--- src/rtl/uart8_receiver.sv ---
// 8-bit UART receiver: 2-flop line synchroniser, 3-sample majority vote around
// mid-bit, one-cycle done strobe with a framing-error flag.
module uart8_receiver #(
    parameter int OVERSAMPLE = 16
) (
    input  logic       clk,
    input  logic       rst_n,
    input  logic       en,
    input  logic       in,
    output logic       busy,
    output logic       done,
    output logic       err,
    output logic [7:0] out
);
    localparam int CW = $clog2(OVERSAMPLE);
    localparam int M  = OVERSAMPLE / 2;

    localparam logic [CW-1:0] CNT_PRE  = CW'(M - 1);
    localparam logic [CW-1:0] CNT_MID  = CW'(M);
    localparam logic [CW-1:0] CNT_POST = CW'(M + 1);
    localparam logic [CW-1:0] CNT_LAST = CW'(OVERSAMPLE - 1);

    localparam logic [2:0] RESET      = 3'd0;
    localparam logic [2:0] IDLE       = 3'd1;
    localparam logic [2:0] START_BIT  = 3'd2;
    localparam logic [2:0] DATA_BITS  = 3'd3;
    localparam logic [2:0] STOP_BIT   = 3'd4;
    localparam logic [2:0] BREAK_WAIT = 3'd5;

    logic [2:0]    state;
    logic [CW-1:0] cnt;
    logic [2:0]    bit_idx;
    logic [7:0]    shift;
    logic          sync1;
    logic          in_sync;
    logic          samp_a;
    logic          samp_b;
    logic          majority;

    // Synchroniser resets to the idle-high level so reset never looks like a start bit.
    always_ff @(posedge clk or negedge rst_n) begin
        if (!rst_n) begin
            sync1   <= 1'b1;
            in_sync <= 1'b1;
        end else begin
            sync1   <= in;
            in_sync <= sync1;
        end
    end

    always_ff @(posedge clk or negedge rst_n) begin
        if (!rst_n) begin
            samp_a <= 1'b0;
            samp_b <= 1'b0;
        end else begin
            if (cnt == CNT_PRE) samp_a <= in_sync;
            if (cnt == CNT_MID) samp_b <= in_sync;
        end
    end

    // Third vote is the live synchronised sample taken at cnt = M+1.
    assign majority = (samp_a & samp_b) | (samp_a & in_sync) | (samp_b & in_sync);

    always_ff @(posedge clk or negedge rst_n) begin
        if (!rst_n) begin
            state   <= RESET;
            busy    <= 1'b0;
            done    <= 1'b0;
            err     <= 1'b0;
            out     <= 8'h00;
            cnt     <= '0;
            bit_idx <= 3'd0;
            shift   <= 8'h00;
        end else begin
            done <= 1'b0;
            if (state != RESET && !en) begin
                state <= RESET;
            end else begin
                case (state)
                    RESET: begin
                        busy    <= 1'b0;
                        err     <= 1'b0;
                        cnt     <= '0;
                        bit_idx <= 3'd0;
                        if (en) state <= IDLE;
                    end
                    IDLE: begin
                        if (!in_sync) begin
                            state <= START_BIT;
                            cnt   <= '0;
                            busy  <= 1'b1;
                        end
                    end
                    START_BIT: begin
                        if (cnt == CNT_POST && majority) begin
                            state <= IDLE;
                            busy  <= 1'b0;
                        end else if (cnt == CNT_LAST) begin
                            state   <= DATA_BITS;
                            cnt     <= '0;
                            bit_idx <= 3'd0;
                        end else begin
                            cnt <= cnt + 1'b1;
                        end
                    end
                    DATA_BITS: begin
                        if (cnt == CNT_POST) shift[bit_idx] <= majority;
                        if (cnt == CNT_LAST) begin
                            cnt     <= '0;
                            bit_idx <= bit_idx + 3'd1;
                            if (bit_idx == 3'd7) state <= STOP_BIT;
                        end else begin
                            cnt <= cnt + 1'b1;
                        end
                    end
                    STOP_BIT: begin
                        // Leave at mid stop bit so a fast transmitter's next start edge is not missed.
                        if (cnt == CNT_POST) begin
                            out   <= shift;
                            done  <= 1'b1;
                            busy  <= 1'b0;
                            err   <= ~majority;
                            state <= majority ? IDLE : BREAK_WAIT;
                        end else begin
                            cnt <= cnt + 1'b1;
                        end
                    end
                    BREAK_WAIT: begin
                        if (in_sync) state <= IDLE;
                    end
                    default: state <= RESET;
                endcase
            end
        end
    end
endmodule

--- config.mk ---
export PLATFORM = sky130hd
export DESIGN_NAME = uart8_receiver
export DESIGN_NICKNAME = d
export VERILOG_FILES = /design/src/rtl/uart8_receiver.sv
export SDC_FILE = /design/constraint.sdc
export NUM_CORES = 1
export LEC_CHECK = 0
export CORE_AREA = 2 2 87 89
export DETAILED_ROUTE_END_ITERATION = 8
export DIE_AREA = 0 0 89 91
export GPL_ROUTABILITY_DRIVEN = 0
export GPL_TIMING_DRIVEN = 0
export PLACE_DENSITY = 0.39
export SLEW_MARGIN = 20
export SYNTH_ARGS = -nofsm -noshare
export SYNTH_HDL_FRONTEND = slang
export SYNTH_SLANG_ARGS = --single-unit
export TNS_END_PERCENT = 100
--- constraint.sdc ---
create_clock -name clk -period 1.7 [get_ports clk]
set_input_delay 0.34 -clock clk [delete_from_list [all_inputs] [get_ports clk]]
set_output_delay 0.34 -clock clk [all_outputs]
set_load 0.05 [all_outputs]
==> flow_summary.toml <==
[finish]
layout.nets = 218
design_area_mm2 = 0.00233
drive_above_1_share_pct = 31.9
syn_to_final_growth_pct = 34.0
post-route-util_pct = 32.6
diodes = 0

[detailed_routing]
via_count = 1389
drcViolationCount = 0
drtAntennaViolNets = 0
via_per_inst = 4.50
drt_wl_total_mm = 3.91
drtIter0Drc = 34
route.detailed.wl_per_inst_um = 12.7
dr.pass1.iters = 4

[timing]
fmax_mhz = 555
slew_headroom_pct = 67.1
setup_tns_ns = -0.433
final.period_utilization_pct = 106
finClkSkew_ns = 0.00695
worst_slack_ns = -0.101
maxSlewViolCount = 0
period_minus_slack_ns = 1.80
hold_slack_ns = -0.00525
worstMarginPinSlew_ns = 0.495
hold_viol = 11
finalSetupViolCount = 8
rsz0062_at_grt = "true"

[cts]
cts_buffers = 5
clk_path_buf_depth = 2
htreeDepth = 2
clk_pin_slew_worst_paths_ns = 0.07
root_buffer = "clkbuf_8"
insertion_delay_ns = 0.29
cts_tree = "done"
numClockSinks = 33

[global_route]
grt_pass1_wl_mm = 6.53
grt_overflow = 0
grt_pass1_vias = 1326
antenna_found_initial = 0
grt_max_degree = 18
grt.total_usage_pct = 10.6

[flow_run]
drv_cap = 0

[floorplanning]
start_util_pct = 24.3
die_w_um = 89
die_area_mm2 = 0.00810
die_h_um = 91
core_mm2 = 0.00714
io_pins = 15
num_rows = 31

[logic_synthesis]
yosys.area_share.simple_pct = 24.4
ys_top_cells_by_area = "dfrtp_1 (45%), nand2_1 (7.6%), mux2_2 (7.1%)"
synthAdderAreaFrac_pct = 4.25
postSynthAreaPerCell_um2 = 9.92
synth_edf_count = 0
ys_seq_elements = 33
yosys-top-cells-count = "nand2_1 (35), dfrtp_1 (31), mux2_2 (11), o21ai_0 (11), nor2_1 (8)"
yosysMostFrequentCell = "nand2_1"
syn_area_mm2 = 0.00174
synthCells = 175
seq_area_frac_synth_pct = 47.7
syn-num-nets = 184
synth_ff_type = "dfrtp_1"
async_reset_ff_share_pct = 100
ys_types = 42
synth_xor_xnor_area_share_pct = 0
synth-compound-area-share_pct = 11.8
synth_top_area_share_pct = 44.7
yosysWarnings = 0
synth_mux_area_share_pct = 7.14
synth_top_family_by_area = "simple AND/OR/NAND/NOR gates"
synth.largest_area_cell = "dfrtp_1"

[setup_path]
cp-start-kind = "register"
arrival_ns = 1.97
cp-end-kind = "register"
criticalPathCategory = "reg -> reg"
critPathRequiredTime_ns = 1.87
crit_path_max_fanout = 4

[placed_design]
place_area_mm2 = 0.00204
hpwl_mm = 2.68
portBuffers = 14

[hold_path]
worstHoldPathType = "in -> async"

[power]
internal-power_mw = 1.53
max-vdd-ir-drop_v = 0.000567
p_comb_share_pct = 38.0
clkPwrFrac_pct = 24.0
p_sw_share_pct = 36.9
leakage_nw = 1.11
pwr_density_cell_mw_per_mm2 = 1040
seqPwrFrac_pct = 38.0
p_switching_mw = 0.892

[run_status]
violations = "hold timing, setup timing"
outcome = "complete, but fails checks"
==> power by group through the flow <==
stage / logic (mW) / registers (mW) / clock network [mW]
final: 0.919 / 0.919 / 0.580
after global routing: 1.02 / 0.930 / 0.648
after CTS: 0.739 / 0.913 / 0.616
after detailed placement: 0.651 / 0.937 / 0
after global placement: 0.649 / 0.941 / 0
after floorplan: 0.457 / 0.945 / 0
==> kinds of logic after synthesis <==
| logic type | after synthesis |
|---|---|
| adder cells (fa/ha/maj) | 6 |
| buffers and inverters | 16 |
| flip-flops | 33 |
| AND/OR/NAND/NOR | 77 |
| AO/OA/AOI/OAI | 32 |
| multiplexers | 11 |
==> layout make-up <==
type / count / area, um^2
flip-flops and latches: 33 / 830
multi-input cells: 126 / 961
repair buffers: 26 / 234
clock buffers: 6 / 72.6
repair inverters: 1 / 5.00
fillers: 774 / 4810
inverters: 7 / 30.0
plain buffers: 9 / 60.1
clock inverters: 2 / 10.0
well taps: 99 / 124
==> stage by stage <==
stage	worst slack [ns]	std cells	power, mW
after floorplan	-0.0716	175	1.40
after global placement	-0.634	288	1.59
after detailed placement	-0.512	289	1.59
after CTS	-0.106	303	2.27
after global routing	-0.176	309	2.60
final	-0.101	309	2.42
==> state kept, by name, summed over array words and instances, names as in the netlist, 3 cells and up <==
name     flops
out          8
shift        8
cnt          4
bit_idx      3
state        3
==> path summary, 6_finish.rpt <==
path	startpoint	end	slack, ns	cells past startpoint
worst min-delay path	rst_n	out[1]	-0.005	1
worst max-delay path	cnt[1]	shift[4]	-0.10	6
worst max register to register	cnt[1]	shift[4]	-0.10	6
worst min register to register	sync1	in_sync	0.36	0
min in group clk	sync1	in_sync	0.36	0
max in group asynchronous	rst_n	state[1]	1.26	2
==> what timing repair did <==
item	in CTS	in global routing
gates cloned	0	1
hold buffers	0	0
setup buffers	6	5
gates resized for setup	23	20
setup endpoints to repair	38	25
pin swaps	3	7
==> critical path, cell delays in order (launching register included) <==
cell and delay [ns]:
dfrtp_1 0.40, inv_2 0.08, ha_4 0.15, nand4b_4 0.12
or3_4 0.42, nor3b_2 0.21, mux2_4 0.31
==> cells in the final DEF, fill, tap and decap left out, types with 2 or more instances in the layout <==
master          n
ha_1            3
mux2_4          4
a31oi_1         2
nor2b_1         5
nor2_1          6
nand3_1         6
nand3b_1        6
clkinv_2        2
dfrtp_1        30
nand2b_1        2
clkbuf_8        5
a21oi_1         5
mux2_2          7
dfstp_2         2
nand2_1        35
inv_1           5
dlygate4sd2_1  12
a41o_1          2
clkbuf_2        5
buf_4          11
buf_6           3
o21ai_1         2
o21ai_0         9
ha_4            2
buf_2           2
o22ai_1         2
==> per-layer routing <==
metal | track usage (%) | wire (um) | part of all wire [%]
met4 | 4.48 | 58 | 1.5
met2 | 16.0 | 1820 | 46
met1 | 14.1 | 1900 | 49
met5 | 0 | 0 | 0
met3 | 2.73 | 137 | 3.5
Power figures use the tool's default switching activity.
